--- config.mk ---
export PLATFORM = sky130hd
export DESIGN_NAME = uc_mstack_reader
export DESIGN_NICKNAME = d
export VERILOG_FILES = /design/src/rtl/uc_mstack_reader.sv
export SDC_FILE = /design/constraint.sdc
export NUM_CORES = 1
export LEC_CHECK = 0
export CAP_MARGIN = 10
export CELL_PAD_IN_SITES_DETAIL_PLACEMENT = 1
export CELL_PAD_IN_SITES_GLOBAL_PLACEMENT = 1
export CORE_UTILIZATION = 25
export CTS_CLUSTER_DIAMETER = 120
export DETAILED_ROUTE_END_ITERATION = 7
export GPL_ROUTABILITY_DRIVEN = 0
export GPL_TIMING_DRIVEN = 0
export PLACE_DENSITY_LB_ADDON = 0.1
export SETUP_SLACK_MARGIN = 0.3
export SLEW_MARGIN = 10
export SYNTH_ARGS = -nofsm -noshare
export SYNTH_HDL_FRONTEND = slang
export SYNTH_SLANG_ARGS = --single-unit
--- constraint.sdc ---
create_clock -name clk -period 4.7 [get_ports clk]
set_input_delay 0.94 -clock clk [delete_from_list [all_inputs] [get_ports clk]]
set_output_delay 0.94 -clock clk [all_outputs]
set_load 0.005 [all_outputs]
--- src/rtl/uc_mstack_reader.sv ---
// Pops literals from the UC arbiter mstack and broadcasts each one to every
// enabled engine's UCQ_out queue, tracking per-engine delivery independently.
module uc_mstack_reader #(
  parameter int unsigned NUM_ENGINE = 4,
  parameter int unsigned LIT_W      = 16,
  parameter int unsigned CNT_W      = 32
) (
  input  logic                  clk,
  input  logic                  rst,
  input  logic                  mstack_empty,
  input  logic [LIT_W-1:0]      mstack_lit,
  output logic                  mstack_pop,
  input  logic [NUM_ENGINE-1:0] engine_en,
  input  logic                  flush,
  input  logic [NUM_ENGINE-1:0] ucq_full,
  output logic [NUM_ENGINE-1:0] ucq_push,
  output logic [LIT_W-1:0]      ucq_lit,
  output logic                  busy,
  output logic [CNT_W-1:0]      bcast_cnt
);

  localparam logic [0:0] IDLE  = 1'b0;
  localparam logic [0:0] BCAST = 1'b1;

  logic [0:0]            state_q, state_d;
  logic [LIT_W-1:0]      hold_lit_q, hold_lit_d;
  logic [NUM_ENGINE-1:0] pending_q, pending_d;
  logic [CNT_W-1:0]      cnt_q, cnt_d;
  logic [NUM_ENGINE-1:0] remain;
  logic                  load;

  always_comb begin
    state_d    = state_q;
    hold_lit_d = hold_lit_q;
    pending_d  = pending_q;
    cnt_d      = cnt_q;
    mstack_pop = 1'b0;
    ucq_push   = '0;
    remain     = '0;
    load       = 1'b0;
    if (flush) begin
      state_d   = IDLE;
      pending_d = '0;
    end else begin
      case (state_q)
        IDLE: load = !mstack_empty;
        BCAST: begin
          ucq_push  = pending_q & ~ucq_full;
          remain    = pending_q & ~ucq_push;
          pending_d = remain;
          if (remain == '0) begin
            cnt_d = cnt_q + CNT_W'(1);
            if (!mstack_empty) load = 1'b1;
            else               state_d = IDLE;
          end
        end
        default: state_d = IDLE;
      endcase
      // A load from either state overrides the completion-side updates above.
      if (load) begin
        mstack_pop = 1'b1;
        hold_lit_d = mstack_lit;
        pending_d  = engine_en;
        state_d    = (engine_en != '0) ? BCAST : IDLE;
      end
    end
  end

  always_ff @(posedge clk or posedge rst) begin
    if (rst) begin
      state_q    <= IDLE;
      hold_lit_q <= '0;
      pending_q  <= '0;
      cnt_q      <= '0;
    end else begin
      state_q    <= state_d;
      hold_lit_q <= hold_lit_d;
      pending_q  <= pending_d;
      cnt_q      <= cnt_d;
    end
  end

  assign ucq_lit   = hold_lit_q;
  assign busy      = (state_q == BCAST);
  assign bcast_cnt = cnt_q;

endmodule

==> results.json, run 1 <==
{
  "synth_edf_count": 0,
  "cts-buffers-inserted": 5,
  "num_vias": 1841,
  "hold_path.class": "reg -> reg",
  "clock-root-buffer": "clkbuf_8",
  "reg2reg_depth": 5,
  "rows": 35,
  "crit_type": "in -> out",
  "timing.fmax_mhz": 244,
  "place_inst": 408,
  "syn2layout_area_growth_pct": 45.2,
  "crit_arrival_ps": 3160,
  "p_comb_frac": 0.197,
  "hold_violations": 0,
  "drc": 0,
  "routed_wl_mm": 5.64,
  "drtPass1Iterations": 2,
  "num_io_pins": 82,
  "status": "complete, no violations",
  "power_density_nw_per_um2": 287,
  "die_area_sq_um": 9910,
  "clock_sinks": 53,
  "synth_fp_nets": 226,
  "end_kind": "output pin",
  "via_per_inst": 4.43,
  "finalSetupTns_ps": 0,
  "seq_area_frac_synth": 0.557,
  "final_nets": 315,
  "cts_max_level": 2,
  "worstSkewPairLatency_ps": 300,
  "cts_tree": "done",
  "dp_hpwl_mm": 4.27,
  "cp-start-kind": "primary input",
  "async_flop_share": 1.00,
  "grt_use_total": 0.119,
  "clkPwrFrac": 0.258,
  "grt_antenna_before_repair": 0,
  "grt_pass1_wl_mm": 9.35,
  "seq_power_share": 0.546,
  "drv.max_cap_violation_count": 0,
  "yosysWarnings": 0,
  "irDropWorstVdd_v": 0.000159,
  "multi_input_area_sq_um": 1010,
  "grt_max_degree": 31,
  "fillers": 1017,
  "synth_cell_type_count": 33,
  "yosys_most_used_dff": "dfrtp_1",
  "worstPathRequired_ps": 3760,
  "yosys_register_bits": 53,
  "drt_iter0_drc": 42,
  "clk_pin_slew_ps": 100,
  "numPortBuffers": 81,
  "slew_headroom": 0.458,
  "setup_violations": 0,
  "p_sw_frac": 0.259,
  "clk_path_buf_depth": 2,
  "post-cts-setup-buffers": 0,
  "die_w_um": 99.6,
  "drive_above_1_share": 0.143,
  "syn_avg_cell_area_sq_um": 12.1,
  "routedWlPerCell_um": 13.6,
  "slew_viol_final": 0,
  "critical_path_peak_fanout": 10,
  "finalNonFillerCells": 416,
  "start_util": 0.258,
  "p_leak_uw": 0.00148,
  "ctsResizeCount": 0,
  "num_antenna_cells": 0,
  "layout.area.seq_sq_um": 1330,
  "power_switching_uw": 257,
  "worst_slew_pin_slew_ps": 807,
  "drtAntennaViolNets": 0,
  "fin_skew_ps": 5.47,
  "post-route-period-util": 0.872,
  "period_needed_ps": 4100,
  "core-area_sq_um": 9240,
  "grt_pass1_vias": 1887,
  "postCtsHoldBufs": 0,
  "grt_overflow": 0,
  "synth_area_sq_um": 2380,
  "p_int_uw": 736,
  "hold_path_depth": 1,
  "die_y_um": 99.6,
  "synth_cells": 197,
  "rsz0062_at_grt": "no"
}
critical path: stages:
cell and delay (ps):
clkdlybuf4s50_1 450, a22o_1 260, o21ai_0 210, and2_1 260
nand2b_1 70, buf_2 190, buf_2 220, inv_1 80
clkdlybuf4s50_1 490
synthesized netlist by cell type, drive strengths merged (2+ instances only):
cell type | number | area share
dfrtp | 53 | 0.56
mux2 | 17 | 0.080
xnor2 | 17 | 0.063
nor2 | 14 | 0.022
xor2 | 14 | 0.052
nand3 | 11 | 0.023
nand2 | 10 | 0.016
nand4 | 8 | 0.021
and3 | 6 | 0.016
inv | 6 | 0.0095
nor3 | 6 | 0.019
a21o | 4 | 0.015
a22oi | 4 | 0.013
nor3b | 4 | 0.013
and4 | 3 | 0.012
buf | 3 | 0.0089
nor4 | 3 | 0.0079
a22o | 2 | 0.0074
nand2b | 2 | 0.0084
or2 | 2 | 0.0063
or4b | 2 | 0.012
cell families (layout without fill, tap and decap cells):
| group | Yosys count | in the layout | synth area share |
|---|---|---|---|
| XOR/XNOR | 31 | 31 | 0.114 |
| AO/OA/AOI/OAI | 13 | 13 | 0.0426 |
| flip-flops | 53 | 53 | 0.557 |
| AND/OR/NAND/NOR | 73 | 73 | 0.182 |
| buffers and inverters | 9 | 99 | 0.0184 |
| multiplexers | 17 | 17 | 0.0804 |
| adder cells (fa/ha/maj) | 1 | 1 | 0.00526 |
cell usage in the layout, fill, tap and decap left out, types with 2 or more instances in the layout:
| cell | n |
|---|---|
| nor2_1 | 14 |
| xor2_1 | 14 |
| or4b_4 | 2 |
| nand2_1 | 10 |
| a21o_2 | 4 |
| a22o_1 | 2 |
| clkinv_2 | 2 |
| nor3b_1 | 4 |
| nor3_1 | 4 |
| inv_1 | 5 |
| and3_1 | 6 |
| xnor2_1 | 17 |
| buf_2 | 2 |
| mux2_2 | 17 |
| clkdlybuf4s50_1 | 81 |
| nand3_1 | 11 |
| dfrtp_1 | 53 |
| and4_1 | 2 |
| nand4_1 | 8 |
| clkbuf_8 | 5 |
| nor4_1 | 3 |
| a22oi_1 | 4 |
final cells by class:
| class | instances | area share |
|---|---|---|
| buffer | 3 | 0.00616 |
| clock buffer | 6 | 0.0210 |
| clock inverter | 2 | 0.00290 |
| inverter | 6 | 0.00652 |
| multi-input combinational | 135 | 0.292 |
| sequential | 53 | 0.384 |
| tap | 129 | 0.0467 |
| timing repair buffer | 82 | 0.240 |
flip-flops by register name, summed over array words and instances (netlist names):
signal / flops
busy: 1
ucq_lit: 16
bcast_cnt: 32
pending_q: 4
metrics by stage:
stage                      util  instance area, sq um  power [uW]  setup WS (ps)  hold slack, ps
after global placement    0.363                  3350         747            576             460
after global routing      0.374                  3450        1050            397             490
after CTS                 0.374                  3450        1010            569             481
after detailed placement  0.365                  3370         749            571             463
final                     0.374                  3450         993            602             472
after floorplan               -                  2380         615           1750             468
layer usage:
metal	global-route usage	vias up	routed length, um
li1	-	869	-
met1	0.164	928	2700
met2	0.186	38	2680
met3	0.0267	6	195
met4	0.0339	0	68
met5	0	-	0
power by group through the flow:
stage / clock, uW / combinational (uW) / sequential (uW)
3_5_place_dp: 0 / 198 / 551
3_3_place_gp: 0 / 197 / 551
6_report: 256 / 195 / 541
5_1_grt: 285 / 215 / 551
2_1_floorplan: 0 / 69.0 / 546
4_1_cts: 271 / 200 / 542
worst paths after layout:
check,from,slack [ps],to
hold reg to reg,bcast_cnt[31]$_DFFE_PP0P_,470,bcast_cnt[31]$_DFFE_PP0P_
min in group asynchronous,rst,1000,ucq_lit[0]$_DFFE_PP0P_
setup / recovery,ucq_full[2],600,mstack_pop
setup reg to reg,pending_q[0]$_DFFE_PP0P_,2560,bcast_cnt[30]$_DFFE_PP0P_
max in group asynchronous,rst,3150,bcast_cnt[8]$_DFFE_PP0P_
hold / removal,bcast_cnt[31]$_DFFE_PP0P_,470,bcast_cnt[31]$_DFFE_PP0P_
(Power assumes the default switching activity.)
==> run 2: changes to the inputs <==
--- a/config.mk
+++ b/config.mk
@@ -14,7 +14,6 @@
 export GPL_ROUTABILITY_DRIVEN = 0
 export GPL_TIMING_DRIVEN = 0
 export PLACE_DENSITY_LB_ADDON = 0.1
-export SETUP_SLACK_MARGIN = 0.3
 export SLEW_MARGIN = 10
 export SYNTH_ARGS = -nofsm -noshare
 export SYNTH_HDL_FRONTEND = slang
==> results of run 2 <==
Final layout, timing and power as in run 1 (identical DEF).
